$ cat src/rtl/tinygpu_pc_pkg.sv
// Shared definitions for the per-thread PC/NZP unit: FSM states and flag bit positions.
package tinygpu_pc_pkg;
  typedef enum logic [1:0] {IDLE, EVAL, UPDATE} state_t;

  // Flag positions on the ALU result bus
  localparam int FLAG_N_BIT = 0;
  localparam int FLAG_Z_BIT = 1;
  localparam int FLAG_P_BIT = 2;

  // Field positions in the {N,Z,P} register
  localparam int NZP_N = 2;
  localparam int NZP_Z = 1;
  localparam int NZP_P = 0;
endpackage

$ cat src/rtl/nzp_flag_unpack.sv
// Maps packed ALU comparison flags to {N,Z,P} and flags values that are not a clean one-hot code.
module nzp_flag_unpack
  import tinygpu_pc_pkg::*;
#(
  parameter int WIDTH = 8
) (
  input  logic [WIDTH-1:0] i_alu,
  output logic [2:0]       o_nzp,
  output logic             o_malformed
);
  logic w_upper;
  logic w_onehot;

  generate
    if (WIDTH > 3) begin : g_upper
      assign w_upper = |i_alu[WIDTH-1:3];
    end else begin : g_no_upper
      assign w_upper = 1'b0;
    end
  endgenerate

  always_comb begin
    o_nzp        = 3'b000;
    o_nzp[NZP_N] = i_alu[FLAG_N_BIT];
    o_nzp[NZP_Z] = i_alu[FLAG_Z_BIT];
    o_nzp[NZP_P] = i_alu[FLAG_P_BIT];
  end

  assign w_onehot    = (i_alu[2:0] == 3'b001) || (i_alu[2:0] == 3'b010) ||
                       (i_alu[2:0] == 3'b100);
  assign o_malformed = w_upper | ~w_onehot;
endmodule

$ cat src/rtl/pc_nzp_unit.sv
// Per-thread NZP flag register, BRnzp evaluation and next-PC generation via IDLE/EVAL/UPDATE.
module pc_nzp_unit
  import tinygpu_pc_pkg::*;
#(
  parameter int WIDTH     = 8,
  parameter int PC_WIDTH  = 8,
  parameter int IMM_WIDTH = 8
) (
  input  logic                 clk,
  input  logic                 rst_n,
  input  logic                 Enable,
  input  logic                 InstValid,
  output logic                 InstReady,
  input  logic                 NZPWriteEn,
  input  logic                 BranchEn,
  input  logic [2:0]           BranchCond,
  input  logic [IMM_WIDTH-1:0] BranchImm,
  input  logic [PC_WIDTH-1:0]  CurrentPC,
  input  logic [WIDTH-1:0]     ALUOut,
  output logic [PC_WIDTH-1:0]  NextPC,
  output logic                 NextPCValid,
  output logic                 BranchTaken,
  output logic [2:0]           NZP,
  output logic                 FlagErr
);
  state_t               r_state;
  logic                 r_we;
  logic                 r_be;
  logic [2:0]           r_cond;
  logic [IMM_WIDTH-1:0] r_imm;
  logic [PC_WIDTH-1:0]  r_pc;

  logic [2:0]           w_nzp;
  logic                 w_malformed;
  logic                 w_taken;

  nzp_flag_unpack #(.WIDTH(WIDTH)) u_unpack (
    .i_alu       (ALUOut),
    .o_nzp       (w_nzp),
    .o_malformed (w_malformed)
  );

  assign InstReady = (r_state == IDLE) & Enable & rst_n;

  // A CMP that also has BranchEn set never branches; condition uses the pre-write NZP.
  assign w_taken = ~r_we & r_be & |(r_cond & NZP);

  always_ff @(posedge clk or negedge rst_n) begin
    if (!rst_n) begin
      r_state     <= IDLE;
      r_we        <= 1'b0;
      r_be        <= 1'b0;
      r_cond      <= 3'b000;
      r_imm       <= '0;
      r_pc        <= '0;
      NZP         <= 3'b000;
      NextPC      <= '0;
      NextPCValid <= 1'b0;
      BranchTaken <= 1'b0;
      FlagErr     <= 1'b0;
    end else begin
      case (r_state)
        IDLE: begin
          NextPCValid <= 1'b0;
          if (InstValid && InstReady) begin
            r_we    <= NZPWriteEn;
            r_be    <= BranchEn;
            r_cond  <= BranchCond;
            r_imm   <= BranchImm;
            r_pc    <= CurrentPC;
            r_state <= EVAL;
          end
        end
        EVAL: begin
          if (!Enable) begin
            NextPCValid <= 1'b0;
            r_state     <= IDLE;
          end else begin
            if (r_we) begin
              NZP     <= w_nzp;
              FlagErr <= FlagErr | w_malformed;
            end
            BranchTaken <= w_taken;
            NextPC      <= w_taken ? PC_WIDTH'(r_imm) : r_pc + PC_WIDTH'(1);
            NextPCValid <= 1'b1;
            r_state     <= UPDATE;
          end
        end
        UPDATE: begin
          NextPCValid <= 1'b0;
          r_state     <= IDLE;
        end
        default: begin
          NextPCValid <= 1'b0;
          r_state     <= IDLE;
        end
      endcase
    end
  end
endmodule

$ cat config.mk
export PLATFORM = sky130hd
export DESIGN_NAME = pc_nzp_unit
export DESIGN_NICKNAME = d
export VERILOG_FILES = /design/src/rtl/tinygpu_pc_pkg.sv /design/src/rtl/nzp_flag_unpack.sv /design/src/rtl/pc_nzp_unit.sv
export SDC_FILE = /design/constraint.sdc
export NUM_CORES = 1
export LEC_CHECK = 0
export CORE_ASPECT_RATIO = 0.9
export CORE_UTILIZATION = 45
export CTS_BUF_LIST = sky130_fd_sc_hd__clkbuf_8 sky130_fd_sc_hd__clkbuf_16
export CTS_CLUSTER_DIAMETER = 30
export DETAILED_ROUTE_END_ITERATION = 7
export PLACE_DENSITY = 0.77
export SLEW_MARGIN = 10
export SYNTH_ARGS = -nofsm -noshare
export SYNTH_HDL_FRONTEND = slang
export SYNTH_HIERARCHICAL = 1
export SYNTH_SLANG_ARGS = --single-unit
$ cat constraint.sdc
create_clock -name clk -period 1.7 [get_ports clk]
set_clock_uncertainty 0.2 [all_clocks]
set_input_delay 0.51 -clock clk [delete_from_list [all_inputs] [get_ports clk]]
set_output_delay 0.51 -clock clk [all_outputs]
set_load 0.1 [all_outputs]
==> metrics.yaml <==
avgSynthCellArea_um2: 12.58
holdBufCountCts: 0
yosysTopAreaCellShare_pct: 56.62
relSlewSlack_pct: 69.64
fin_util_pct: 73.87
post_route_cells_drive_above_1_share_pct: 44.74
dr_total_vias: 1240
setup_viol: 4
required_ps: 990
synthCells: 130
worst_slack_ps: -215.4
drt_iter0_drc: 53
grt_antenna_before_repair: 0
numCtsBuffers: 5
cts_sinks: 37
grt_max_degree: 38
nNetsFinal: 223
regToRegSetupSlack_ps: 0
syn_area_um2: 1635
critPathLaunchType: "flop"
fmax_mhz: 522.1
grt_pass1_wl_um: 5837
ys_seq_area_share_pct: 56.62
cts-root-buf: "clkbuf_8"
clockBufferDepth: 2
status: "finished, violations left"
cp-startpoint: "r_state[0]$_DFFE_PN0P_"
ys_types: 30
place.gp.congestion: 0.7709
crit_fanout: 2
r2r_start: "NZP[0]$_DFFE_PN0P_"
fp.dieH_um: 59.19
syn-num-nets: 164
rsz0062_at_grt: "true"
yosysTopAreaCell: "dfrtp_1"
cts.htree.levels: 2
critPathArrivalTime_ps: 1210
cap_viol_max_count: 0
dp_hpwl_um: 2617
powerDensity_nw_per_um2: 1507
slew_viol_final: 0
drc: 0
ioPinCount: 48
min_period_over_period_pct: 112.7
syn_to_final_growth_pct: 54.86
nFillCells: 222
period_minus_slack_ps: 1915
max-vdd-ir-drop_uv: 842.1
clk_pin_slew_ps: 70
rows: 20
mostFrequentLayoutCells: "dfrtp_1 (34), mux2_2 (24), clkdlybuf4s50_1 (22), buf_12 (15), nand2_1 (9)"
first_global_vias: 1263
critPathKind: "flop to output port"
firstDrtPassIters: 4
antenna_cells: 0
grtUsageTotal_pct: 21.55
hold_path_class: "primary input to asynchronous set/reset pin"
p_leak_nw: 1.132
hold_violations: 0
end_kind: "output port"
violations: "negative setup slack"
wl_per_cell_um: 15.97
reg2regPathDepth: 5
synth.area.top_cells: "dfrtp_1 (57%), mux2_2 (17%), xor2_1 (3.2%)"
coreArea_um2: 3428
die_area_um2: 3880
die_x_um: 65.55
portBuffers: 47
grt-ovfl-total: 0
antenna_left: 0
cts_tree: "yes"
start_util_pct: 47.70
fin_hold_ws_ps: 72.91
insertion_delay_ps: 300
ys_ff_latch: 37
worstMarginPinSlew_ps: 455.4
drt-total-wl_um: 3738
via_per_inst: 5.299
final_common_cell: "dfrtp_1"
yosysWarnings: 6
## final timing paths
check,to
max reg2reg,NextPC[7]$_DFFE_PN0P_
max,InstReady
min reg2reg,r_cond[1]$_DFFE_PN0P_
min in group clk,NZP[1]$_DFFE_PN0P_
min,r_imm[2]$_DFFE_PN0P_
max in group asynchronous,NZP[0]$_DFFE_PN0P_
## synthesized netlist by cell type, drive strengths merged
| master | count |
|---|---|
| dfrtp | 37 |
| mux2 | 24 |
| nand2 | 12 |
| o21ai | 9 |
| buf | 7 |
| nor2 | 6 |
| xor2 | 6 |
| a21oi | 4 |
| nand3 | 4 |
| inv | 3 |
| o211ai | 3 |
| a222oi | 1 |
| a31o | 1 |
| a31oi | 1 |
| and3 | 1 |
| and4 | 1 |
| and4bb | 1 |
| clkbuf | 1 |
| ha | 1 |
| nand2b | 1 |
| nand3b | 1 |
| nand4 | 1 |
| nor3b | 1 |
| or3 | 1 |
| or3b | 1 |
| or4 | 1 |
## timing repair
action | in CTS | in global routing
endpoints found under the hold margin | 0 | 0
cloned | 0 | 1
setup buffers | 2 | 0
endpoints found under the setup margin | 34 | 16
pin swaps | 5 | 11
gates resized for setup | 22 | 15
## through the flow
stage                     cell area, um2  total power, W  setup WS (ps)  TNS (ps)  cells
after floorplan                     1665        0.002385         -181.1     -3385    130
after global placement              2366        0.003129         -581.5    -11740    224
after detailed placement            2366        0.003173         -640.6    -12750    224
after CTS                           2477        0.003808         -237.2    -489.7    234
after global routing                2532        0.003960         -244.9    -989.4    234
final                               2532        0.003816         -215.4    -410.9    234
## worst max-delay path, cell delays in order (launching register included)
cell,delay (ps)
dfrtp_1,380
and4bb_4,350
buf_12,170
## cell type report
cell class | instances | area, um2 | area share, %
clock buffers | 5 | 68.82 | 2.717
clock inverters | 3 | 13.76 | 0.5435
inverters | 3 | 11.26 | 0.4447
multi-input cells | 83 | 726.9 | 28.71
flip-flops and latches | 37 | 937.1 | 37.01
well taps | 44 | 55.05 | 2.174
repair buffers | 59 | 719.4 | 28.41
## kinds of logic after synthesis
group / synth area share (%)
buf+inv: 4.208
simple gates: 10.87
flops: 56.62
fa+ha+maj: 0.7650
mux: 16.53
compound gates: 7.805
xor+xnor: 3.213
## power by group
| part | internal [W] | switching (W) |
|---|---|---|
| clock | 0.000278 | 0.000313 |
| sequential | 0.00111 | 0.000205 |
| combinational | 0.000783 | 0.00112 |
## state kept, by name, summed over array words and instances, names as in the netlist, 2 cells and up
signal,cells
r_imm,8
r_pc,8
r_state,2
NextPC,8
r_cond,3
NZP,3
## metal layers
layer | global-route usage (%) | up-vias | routed length (um)
li1 | - | 573 | -
met1 | 25.00 | 623 | 1534
met2 | 35.94 | 36 | 1919
met3 | 5.192 | 8 | 184
met4 | 13.98 | 0 | 99
met5 | 0 | - | 0
(Power assumes the default switching activity.)
